--- config.mk ---
export PLATFORM = sky130hd
export DESIGN_NAME = sysmgr_rst_req
export DESIGN_NICKNAME = d
export VERILOG_FILES = /design/src/rtl/sysmgr_rst_req.sv
export SDC_FILE = /design/constraint.sdc
export NUM_CORES = 1
export LEC_CHECK = 0
export ABC_AREA = 1
export CAP_MARGIN = 20
export CELL_PAD_IN_SITES_DETAIL_PLACEMENT = 0
export CELL_PAD_IN_SITES_GLOBAL_PLACEMENT = 1
export CORE_ASPECT_RATIO = 1.1
export CORE_MARGIN = 2
export CORE_UTILIZATION = 36
export DETAILED_ROUTE_END_ITERATION = 8
export GPL_TIMING_DRIVEN = 0
export PLACE_DENSITY_LB_ADDON = 0.1
export REMOVE_ABC_BUFFERS = 1
export SLEW_MARGIN = 15
export SYNTH_ARGS = -nofsm -noshare
export SYNTH_HDL_FRONTEND = slang
export SYNTH_SLANG_ARGS = --single-unit
--- constraint.sdc ---
create_clock -name clk -period 1.3 [get_ports clk]
set_input_delay 0.13 -clock clk [delete_from_list [all_inputs] [get_ports clk]]
set_output_delay 0.13 -clock clk [all_outputs]
set_load 0.01 [all_outputs]
--- src/rtl/sysmgr_rst_req.sv ---
// Reset/boot request generator: debounces the user button and turns presses or software strobes
// into a fixed-length rst_req pulse or an FPGA warm-boot. Warm-boot support is built when SYSMGR_WARMBOOT_EN is defined.
module sysmgr_rst_req #(
    parameter int DEBOUNCE_BITS = 16,
    parameter int LONG_BITS     = 24,
    parameter int PULSE_LEN     = 16
) (
    input  logic       clk,
    input  logic       rst,
    input  logic       btn_in,
    input  logic       sw_rst_stb,
    input  logic       sw_boot_stb,
    input  logic [1:0] sw_boot_sel,
    output logic       rst_req,
    output logic       boot_now,
    output logic [1:0] boot_sel,
    output logic       btn_state,
    output logic [2:0] dbg_state
);

    typedef enum logic [2:0] {
        S_IDLE     = 3'd0,
        S_PRESS    = 3'd1,
        S_PULSE    = 3'd2,
        S_WAIT_REL = 3'd3
`ifdef SYSMGR_WARMBOOT_EN
        , S_BOOT   = 3'd4
`endif
    } state_t;

    localparam logic [7:0] PCNT_LOAD = 8'(PULSE_LEN - 1);

    logic                     r_sync1;
    logic                     r_btn_sync;
    logic                     r_btn_state;
    logic                     r_btn_prev;
    logic [DEBOUNCE_BITS-1:0] r_dcnt;
    state_t                   r_state;
    state_t                   w_state_next;
    logic [7:0]               r_pcnt;
    logic [7:0]               w_pcnt_next;
    logic                     r_rst_req;
    logic                     w_btn_rise;

    assign w_btn_rise = r_btn_state & ~r_btn_prev;

    // A level is accepted only after the synchronized input disagrees for 2^DEBOUNCE_BITS cycles.
    always_ff @(posedge clk) begin
        if (rst) begin
            r_sync1     <= 1'b0;
            r_btn_sync  <= 1'b0;
            r_btn_state <= 1'b0;
            r_btn_prev  <= 1'b0;
            r_dcnt      <= '0;
        end else begin
            r_sync1    <= btn_in;
            r_btn_sync <= r_sync1;
            r_btn_prev <= r_btn_state;
            if (r_btn_sync == r_btn_state) begin
                r_dcnt <= '0;
            end else if (r_dcnt == '1) begin
                r_btn_state <= ~r_btn_state;
                r_dcnt      <= '0;
            end else begin
                r_dcnt <= r_dcnt + 1'b1;
            end
        end
    end

`ifdef SYSMGR_WARMBOOT_EN
    localparam logic [LONG_BITS-1:0] LCNT_LAST = {{(LONG_BITS-1){1'b1}}, 1'b0};

    logic [LONG_BITS-1:0] r_lcnt;
    logic [LONG_BITS-1:0] w_lcnt_next;
    logic [1:0]           r_boot_sel;
    logic [1:0]           w_boot_sel_next;
    logic                 r_boot_now;
    logic                 w_boot_now_next;
    logic                 r_boot_fired;
    logic                 w_boot_fired_next;
`else
    logic w_unused_boot;
    assign w_unused_boot = ^{sw_boot_stb, sw_boot_sel, LONG_BITS[0]};
`endif

    always_comb begin
        w_state_next = r_state;
        w_pcnt_next  = r_pcnt;
`ifdef SYSMGR_WARMBOOT_EN
        w_lcnt_next       = r_lcnt;
        w_boot_sel_next   = r_boot_sel;
        w_boot_now_next   = 1'b0;
        w_boot_fired_next = r_boot_fired;
`endif
        unique case (r_state)
            S_IDLE: begin
                // Boot strobe beats reset strobe, and either strobe beats a simultaneous press.
`ifdef SYSMGR_WARMBOOT_EN
                if (sw_boot_stb) begin
                    w_state_next    = S_BOOT;
                    w_boot_sel_next = sw_boot_sel;
                end else if (sw_rst_stb) begin
                    w_state_next = S_PULSE;
                    w_pcnt_next  = PCNT_LOAD;
                end else if (w_btn_rise) begin
                    w_state_next = S_PRESS;
                    w_lcnt_next  = '0;
                end
`else
                if (sw_rst_stb) begin
                    w_state_next = S_PULSE;
                    w_pcnt_next  = PCNT_LOAD;
                end else if (w_btn_rise) begin
                    w_state_next = S_PRESS;
                end
`endif
            end
            S_PRESS: begin
                if (!r_btn_state) begin
                    w_state_next = S_PULSE;
                    w_pcnt_next  = PCNT_LOAD;
                end
`ifdef SYSMGR_WARMBOOT_EN
                else begin
                    if (r_lcnt != '1) begin
                        w_lcnt_next = r_lcnt + 1'b1;
                    end
                    if (r_lcnt == LCNT_LAST) begin
                        w_state_next    = S_BOOT;
                        w_boot_sel_next = 2'b01;
                    end
                end
`endif
            end
            S_PULSE: begin
                if (r_pcnt == 8'd0) begin
                    w_state_next = S_WAIT_REL;
                end else begin
                    w_pcnt_next = r_pcnt - 8'd1;
                end
            end
            S_WAIT_REL: begin
                if (!r_btn_state) begin
                    w_state_next = S_IDLE;
                end
            end
`ifdef SYSMGR_WARMBOOT_EN
            S_BOOT: begin
                if (!r_boot_fired) begin
                    w_boot_now_next   = 1'b1;
                    w_boot_fired_next = 1'b1;
                end
            end
`endif
            default: begin
                w_state_next = S_IDLE;
            end
        endcase
    end

    // rst_req is registered from the next state so it rises on the same edge PULSE is entered.
    always_ff @(posedge clk) begin
        if (rst) begin
            r_state      <= S_IDLE;
            r_pcnt       <= 8'd0;
            r_rst_req    <= 1'b0;
`ifdef SYSMGR_WARMBOOT_EN
            r_lcnt       <= '0;
            r_boot_sel   <= 2'b00;
            r_boot_now   <= 1'b0;
            r_boot_fired <= 1'b0;
`endif
        end else begin
            r_state      <= w_state_next;
            r_pcnt       <= w_pcnt_next;
            r_rst_req    <= (w_state_next == S_PULSE);
`ifdef SYSMGR_WARMBOOT_EN
            r_lcnt       <= w_lcnt_next;
            r_boot_sel   <= w_boot_sel_next;
            r_boot_now   <= w_boot_now_next;
            r_boot_fired <= w_boot_fired_next;
`endif
        end
    end

    assign rst_req   = r_rst_req;
    assign btn_state = r_btn_state;
    assign dbg_state = r_state;
`ifdef SYSMGR_WARMBOOT_EN
    assign boot_now  = r_boot_now;
    assign boot_sel  = r_boot_sel;
`else
    assign boot_now  = 1'b0;
    assign boot_sel  = 2'b00;
`endif

endmodule

==> results_dict.tcl, run 1 <==
set metrics [dict create \
    yosysSeqAreaShare_pct 40.1 \
    drc 0 \
    gp_congestion 0.782 \
    wl_mm 3.46 \
    final_nets 260 \
    start_util_pct 37.3 \
    grt_max_degree 12 \
    crit_type "reg2reg" \
    die_area_mm2 0.00498 \
    die_w_um 67.5 \
    leakagePower_uw 0.000891 \
    min_path_cells 3 \
    end_kind "flip-flop" \
    drv_cap 0 \
    rr_endpoint "r_dcnt[3]" \
    row_count 25 \
    area_growth_pct 35.1 \
    peakVddDrop_uv 583 \
    yosysTopAreaCellShare_pct 40.1 \
    fin_util_pct 50.3 \
    drt-pass1-iter-count 4 \
    synthTopCellsByArea "dfxtp_1 40%, nor2_1 11%, nand2_1 11%" \
    worstReg2RegStart "r_dcnt[1]" \
    synth_cells 224 \
    clock_latency_ns 0.28 \
    final_cell_mix "41 x nand2_1, 38 x nor2_1, 20 x dfxtp_1" \
    yosysWarnings 0 \
    setup_viol 15 \
    dr_total_vias 1440 \
    crit_required_ns 1.47 \
    worst-path-max-fanout 7 \
    syn_area_per_cell_um2 7.13 \
    grt_pass1_vias 1331 \
    min_period_ns 1.33 \
    hp-class "in2reg" \
    drv_slew 0 \
    layoutNonFillerInstCount 306 \
    fin_area_mm2 0.00216 \
    critPathLaunch "r_dcnt[1]" \
    finalHoldViolations 0 \
    violations "setup timing" \
    core_mm2 0.00429 \
    antenna_cells 0 \
    cts_tree "done" \
    io_pins 15 \
    clock_skew_ns 0.00421 \
    yosys.area.top_type "dfxtp_1" \
    cts_max_level 2 \
    r2r_setup_slack_ns -0.03 \
    rr_worst_depth 8 \
    overflow 0 \
    placed_area_mm2 0.00171 \
    syn_area_mm2 0.00160 \
    p_per_area_mw_per_mm2 1060 \
    vias_per_cell 4.71 \
    max_freq_mhz 753 \
    status "complete, but fails checks" \
    grt_pass1_wl_mm 5.82 \
    initialDrtViolationCount 45 \
    avgRoutedWirePerCell_um 11.3 \
    port_buffers 8 \
    cts_root_buffer "clkbuf_8" \
    cts_hold_buf 0 \
    rsz0062_at_grt "yes" \
    synthDistinctLibCells 28 \
    ant_nets 0 \
    path_clk_slew_ns 0.07 \
    drive_gt1_share_pct 31.7 \
    die_h_um 73.8 \
    period_share_pct 102 \
    cts.sinks 32 \
    place_inst 283 \
    final_common_cell "nand2_1" \
    dp_slack_ns -0.296 \
    fin_ws_ns -0.0274 \
    worstSetupStartpointType "flip-flop" \
    grt_antenna_before_repair 0 \
    grt_usage_pct 15.6 \
    cts_made_buffers 5 \
    clock_path_buffers 2 \
    cp.arrival_ns 1.50 \
    synth-seq-cells 32 \
    hpwl_mm 2.16 \
    cp-endpoint "r_dcnt[3]" \
]
layer usage:
layer	up-vias	share of wire, %	global-route usage [%]
met5	-	0	0
met4	0	1.9	5.90
met3	8	3.1	5.21
met2	25	53	27.0
met1	654	42	17.4
li1	753	-	-
area by class of cell:
cell class	instances	area, µm²
tap	54	67.6
inverter	25	96.3
multi-input combinational	166	1040
timing repair inverter	1	7.51
clock buffer	6	72.6
sequential	32	663
timing repair buffer	20	176
clock inverter	2	35.0
fill	437	2130
per-stage QoR:
step / hold slack (ns) / TNS [ns] / total power [µW]
CTS: 0.383 / -0.0484 / 2250
finish: 0.382 / -0.271 / 2280
detailed placement: 0.399 / -4.27 / 1260
global route: 0.408 / -1.88 / 2400
global placement: 0.402 / -3.68 / 1260
floorplan: 0.201 / -0.116 / 1210
cells by family after synthesis:
family,after synthesis,synth area share (%)
adder cells (fa/ha/maj),2,1.57
XOR/XNOR,12,6.58
other,1,0.235
AND/OR/NAND/NOR,131,37.4
flip-flops,32,40.1
AO/OA/AOI/OAI,15,5.09
buffers and inverters,31,9.01
power by group:
part	switching, µW	internal [µW]
sequential	35.4	1010
combinational	175	124
clock	365	568
total	576	1700
repair_timing:
item | 4_1_cts | 5_1_grt
pin swaps | 13 | 9
setup endpoints to repair | 31 | 27
cloned | 2 | 1
hold endpoints to repair | 0 | 0
gates resized for setup | 37 | 38
setup buffers | 7 | 5
state kept, by name, summed over array words and instances (netlist names):
name and flops:
r_sync1 1, btn_state 1, r_pcnt 8, rst_req 1
r_btn_prev 1, r_btn_sync 1, r_dcnt 16, dbg_state 3
critical path: stages (launching register included):
cell      delay (ns)
dfxtp_2         0.36
ha_4            0.14
nand2_2         0.05
inv_2           0.07
nand2_4         0.06
nor2_4          0.16
nand3b_4        0.17
nand2_4         0.15
nor2_1          0.05
cells in the mapped netlist (all sizes together):
cell and count:
a211oi 1, a21oi 9, buf 6, clkinv 1, conb 1, dfxtp 32, ha 2, inv 24
nand2 50, nand3 17, nand3b 2, nand4 7, nor2 50, nor3 4, o21ai 5, or2 1
xnor2 3, xor2 9
how the worst min path moves through the flow:
stage	end	slack (ns)	start
detailed placement	r_btn_sync	0.40	r_sync1
floorplan	r_sync1	0.20	rst
finish	r_sync1	0.38	btn_in
CTS	r_sync1	0.38	btn_in
global route	r_sync1	0.41	btn_in
global placement	r_btn_sync	0.40	r_sync1
Power figures use the tool's default switching activity.
==> run 2: changes to the inputs <==
- CAP_MARGIN: 20 -> 10
- REMOVE_ABC_BUFFERS: 1 -> unset
==> run 2 against run 1 <==
The flow still finishes with violations (setup timing). Total power decreased by 4.7%. Via count decreased by 0.83%. Critical path depth rose by 1. Clock-buffer cell count up 1. Utilization down 0.088 points. Largest cell class unchanged. Critical path type unchanged. Final cell count is 2.3% higher.
==> results_dict.tcl, run 2 (synthesis gave the netlist of run 1 again) <==
set metrics [dict create \
    status "complete, but fails checks" \
    violations "setup timing" \
    clock_skew_ns 0.00273 \
    min_period_ns 1.33 \
    hpwl_mm 2.22 \
    cp_common_cell "nand2_4" \
    cts.sinks 32 \
    worst-path-max-fanout 5 \
    port_buffers 8 \
    crit_type "reg2reg" \
    overflow 0 \
    crit_chain "ha_4 -> nand2_2 -> inv_2 -> nand2_4 -> nor2_4 -> nand3b_4 -> nand2_4 -> clkbuf_16 -> nor2_1" \
    placed_area_mm2 0.00178 \
    row_count 25 \
    final_common_cell "nand2_1" \
    largest_reg_flops 16 \
    worstSetupStartpointType "flip-flop" \
    clock_latency_ns 0.28 \
    drv_cap 0 \
    gp_congestion 0.712 \
    rr_endpoint "r_dcnt[3]" \
    setup_viol 11 \
    finalHoldViolations 0 \
    area_growth_pct 34.9 \
    worstReg2RegStart "r_dcnt[0]" \
    start_util_pct 37.3 \
    wl_mm 3.41 \
    rr_worst_depth 9 \
    core_mm2 0.00429 \
    die_w_um 67.5 \
    max_stage_delay_ns 0.37 \
    fin_ws_ns -0.0268 \
    rsz0062_at_grt "yes" \
    peakVddDrop_uv 404 \
    end_kind "flip-flop" \
    drt-pass1-iter-count 4 \
    crit_slowest_cell "dfxtp_4" \
    dp_slack_ns -0.190 \
    leakagePower_uw 0.000945 \
    grt_pass1_wl_mm 5.43 \
    cts_root_buffer "clkbuf_8" \
    cp_num_cells 9 \
    initialDrtViolationCount 23 \
    p_per_area_mw_per_mm2 1010 \
    fill_cells 436 \
    dr_total_vias 1428 \
    critPathTopFamily "simple AND/OR/NAND/NOR gates" \
    final_cell_mix "42 x nand2_1, 35 x nor2_1, 19 x inv_1, 19 x dfxtp_1, 17 x buf_4" \
    grt_pass1_vias 1258 \
    ant_nets 0 \
    hp-class "in2reg" \
    grt_antenna_before_repair 0 \
    fin_area_mm2 0.00215 \
    cts_tree "done" \
    final_nets 268 \
    avgRoutedWirePerCell_um 10.9 \
    drive_gt1_share_pct 31.7 \
    max_freq_mhz 754 \
    cp-endpoint "r_dcnt[3]" \
    critPathLaunch "r_dcnt[0]" \
    path_clk_slew_ns 0.07 \
    crit_required_ns 1.47 \
    r2r_setup_slack_ns -0.03 \
    regMostFlops "r_dcnt" \
    grt_max_degree 11 \
    antenna_cells 0 \
    drc 0 \
    period_share_pct 102 \
    drv_slew 0 \
    io_pins 15 \
    die_h_um 73.8 \
    die_area_mm2 0.00498 \
    vias_per_cell 4.56 \
    path_buf_inv 2 \
    cts_made_buffers 5 \
    fin_util_pct 50.2 \
    grt_usage_pct 14.6 \
    cts_max_level 2 \
    cp.arrival_ns 1.50 \
    clock_path_buffers 2 \
]
==> run 2: cell types whose count changed in the layout (fill, tap and decap cells not counted), sizes merged <==
cell / before / now
clkinv: 2 / 1
clkbuf: 6 / 8
buf: 12 / 22
nand2: 52 / 50
bufinv: 1 / 0
clkinvlp: 1 / 0
==> run 2: how the worst min path moves through the flow <==
stage / from / endpoint / slack, ns / cells past startpoint
floorplan: rst / dbg_state[1] / 0.19 / 1
detailed placement: r_sync1 / r_btn_sync / 0.40 / 2
global placement: r_sync1 / r_btn_sync / 0.40 / 2
global route: btn_in / r_sync1 / 0.38 / 3
finish: btn_in / r_sync1 / 0.37 / 3
CTS: btn_in / r_sync1 / 0.36 / 3
==> run 2: power by group <==
group / switching [µW] / internal [µW] / leakage [µW]
Sequential: 34.8 / 1010 / 0.000266
Clock: 362 / 471 / 0.0000503
Combinational: 157 / 135 / 0.000628
==> run 2: timing repair <==
| item | CTS | global route |
|---|---|---|
| hold endpoints to repair | 0 | 0 |
| gates resized for setup | 14 | 42 |
| cloned | 0 | 2 |
| hold buffers | 0 | 0 |
| pin swaps | 4 | 8 |
| setup endpoints to repair | 28 | 24 |
| buffers inserted | 8 | 7 |
==> run 2: worst register-to-register path, delay by kind of cell (launching register included) <==
| family | cells | cell delay [ns] |
|---|---|---|
| flip-flops | 1 | 0.37 |
| adder cells (fa/ha/maj) | 1 | 0.13 |
| buffers and inverters | 2 | 0.22 |
| AND/OR/NAND/NOR | 6 | 0.50 |
==> run 2: layer usage <==
| layer | share of wire, % | vias up | GRT usage, % | wire, µm |
|---|---|---|---|---|
| li1 | - | 766 | - | - |
| met1 | 46 | 646 | 16.8 | 1580 |
| met2 | 50 | 10 | 24.9 | 1710 |
| met3 | 1.9 | 6 | 3.68 | 64 |
| met4 | 1.6 | 0 | 6.80 | 53 |
| met5 | 0 | - | 0 | 0 |
==> run 2: metrics by stage <==
step	total power, µW	cells	setup TNS, ns	hold WS [ns]
after floorplan	1230	227	0	0.193
after global placement	1290	289	-3.44	0.403
after detailed placement	1290	289	-3.43	0.401
after CTS	2150	304	-0.855	0.361
after global routing	2280	313	-1.71	0.377
final	2170	313	-0.137	0.367
==> run 2: area by class of cell <==
type	count	area, µm²	share of cell area (%)
clock buffer	7	96.3	4.47
timing repair buffer	25	228	10.6
tap	54	67.6	3.14
inverter	25	96.3	4.47
multi-input combinational	164	943	43.8
sequential	32	662	30.7
buffer	6	60.1	2.79
==> run 3: changes to the inputs <==
- CORE_ASPECT_RATIO: 1.1 -> 1.2
- CTS_CLUSTER_SIZE: unset -> 12
- GPL_TIMING_DRIVEN: 0 -> unset
==> run 3 against run 2 <==
The flow still finishes with violations (setup timing). Flip-flop and latch count is the same. Hold slack better by 0.0077 ns. Cell area increased by 4.8%. Sequential share of layout area down 1.7 points. Sequential power about the same. First-iteration DRC count increased to 2.6 times the previous value. Combinational power increased by 19%. Critical endpoint is now r_dcnt[11]. Via count increased by 8.0%. Non-clock buffer count up 13. Die area about the same.
==> results_dict.tcl, run 3 (synthesis gave the netlist of run 1 again) <==
set metrics [dict create \
    status "complete, but fails checks" \
    violations "setup timing" \
    clock_latency_ns 0.28 \
    crit_required_ns 1.47 \
    cts.sinks 32 \
    fin_ws_ns -0.0254 \
    finalHoldViolations 0 \
    rsz0062_at_grt "yes" \
    largest_reg_flops 16 \
    fill_cells 427 \
    hold_ws_ns 0.375 \
    port_buffers 8 \
    crit_type "reg2reg" \
    p_per_area_mw_per_mm2 961 \
    cts_max_level 2 \
    peakVddDrop_uv 581 \
    drv_cap 0 \
    io_pins 15 \
    route.met2.wl_mm 2.02 \
    worstSetupStartpointType "flip-flop" \
    start_util_pct 37.5 \
    final_nets 283 \
    final_common_cell "nand2_1" \
    dr_total_vias 1542 \
    drive_gt1_share_pct 33.1 \
    cp.arrival_ns 1.50 \
    path_clk_slew_ns 0.07 \
    grt_pass1_vias 1477 \
    die_area_mm2 0.00499 \
    top_layer "met4" \
    hpwl_mm 2.58 \
    gp_congestion 0.805 \
    area_growth_pct 41.3 \
    regMostFlops "r_dcnt" \
    core_mm2 0.00426 \
    leakagePower_uw 0.000991 \
    grt_pass1_wl_mm 6.22 \
    ant_nets 0 \
    cts_made_buffers 5 \
    row_count 26 \
    cts_root_buffer "clkbuf_8" \
    hp-class "in2reg" \
    routedLengthMet1_mm 1.58 \
    drc 0 \
    setup_viol 18 \
    final_cell_mix "41 x nand2_1, 37 x nor2_1, 33 x buf_4" \
    overflow 0 \
    placed_area_mm2 0.00196 \
    cts_hold_buf 0 \
    drv_slew 0 \
    avgRoutedWirePerCell_um 11.4 \
    grt_max_degree 12 \
    fin_area_mm2 0.00226 \
    cts_tree "done" \
    grt_usage_pct 16.1 \
    drt-pass1-iter-count 5 \
    clock_skew_ns 0.00480 \
    max_freq_mhz 755 \
    end_kind "flip-flop" \
    grt_antenna_before_repair 0 \
    die_h_um 77.0 \
    worst-path-max-fanout 8 \
    clock_path_buffers 2 \
    power_uw 2170 \
    die_w_um 64.8 \
    antenna_cells 0 \
    wl_mm 3.78 \
    min_period_ns 1.33 \
    wl_met3_um 82 \
    period_share_pct 102 \
    vias_per_cell 4.66 \
    initialDrtViolationCount 59 \
]
==> run 3: cell count changes in the layout (fill, tap and decap cells not counted), moves of 2 or more <==
cell | previous run | this run
dfxtp_1 | 19 | 26
nand3_2 | 1 | 3
buf_4 | 17 | 33
nand3_1 | 16 | 14
dfxtp_2 | 11 | 3
clkbuf_1 | 0 | 2
nor2_1 | 35 | 37
==> run 3: metrics by stage <==
step	setup WS (ns)	utilization [%]	TNS, ns	cells
floorplan	0.00137	-	0	227
global placement	-0.104	46.0	-0.725	315
detailed placement	-0.119	46.0	-1.24	315
CTS	-0.0477	49.5	-0.669	324
global route	-0.110	52.9	-2.00	331
finish	-0.0254	52.9	-0.307	331
==> run 3: path summary, 6_finish.rpt <==
| check | startpoint | end | slack [ns] | depth (start not counted) |
|---|---|---|---|---|
| max | r_dcnt[1] | r_dcnt[11] | -0.03 | 8 |
| min | btn_in | r_sync1 | 0.38 | 3 |
| max reg2reg | r_dcnt[1] | r_dcnt[11] | -0.03 | 8 |
| min reg2reg | r_sync1 | r_btn_sync | 0.41 | 2 |
==> run 3: cell type report <==
class	instances	area (µm²)	area share [%]
timing repair buffer	44	357	15.8
inverter	25	96.3	4.27
clock buffer	8	90.1	3.99
tap	56	70.1	3.11
multi-input combinational	166	987	43.8
sequential	32	656	29.1
==> run 3: per-layer routing <==
metal | up-vias | GRT usage, %
li1 | 801 | -
met1 | 719 | 17.8
met2 | 15 | 28.6
met3 | 7 | 4.40
met4 | 0 | 6.60
met5 | - | 0
==> run 3: repair_timing <==
| action | in CTS | in global routing |
|---|---|---|
| buffers inserted | 0 | 5 |
| gates resized for setup | 17 | 33 |
| endpoints found under the setup margin | 24 | 27 |
| gates cloned | 1 | 2 |
| pin swaps | 8 | 10 |
==> run 3: critical path, cell delays in order, from the launching register on <==
cell      delay, ns
dfxtp_4        0.36
ha_4           0.13
nand2_2        0.05
inv_2          0.08
nand2_4        0.06
nor2_4         0.15
nand3b_4       0.18
nand2_8        0.16
nor2_4         0.05
==> run 3: report_power, final <==
part	switching [µW]	internal [µW]
combinational	191	154
clock	367	432
sequential	18.7	1010
total	577	1590
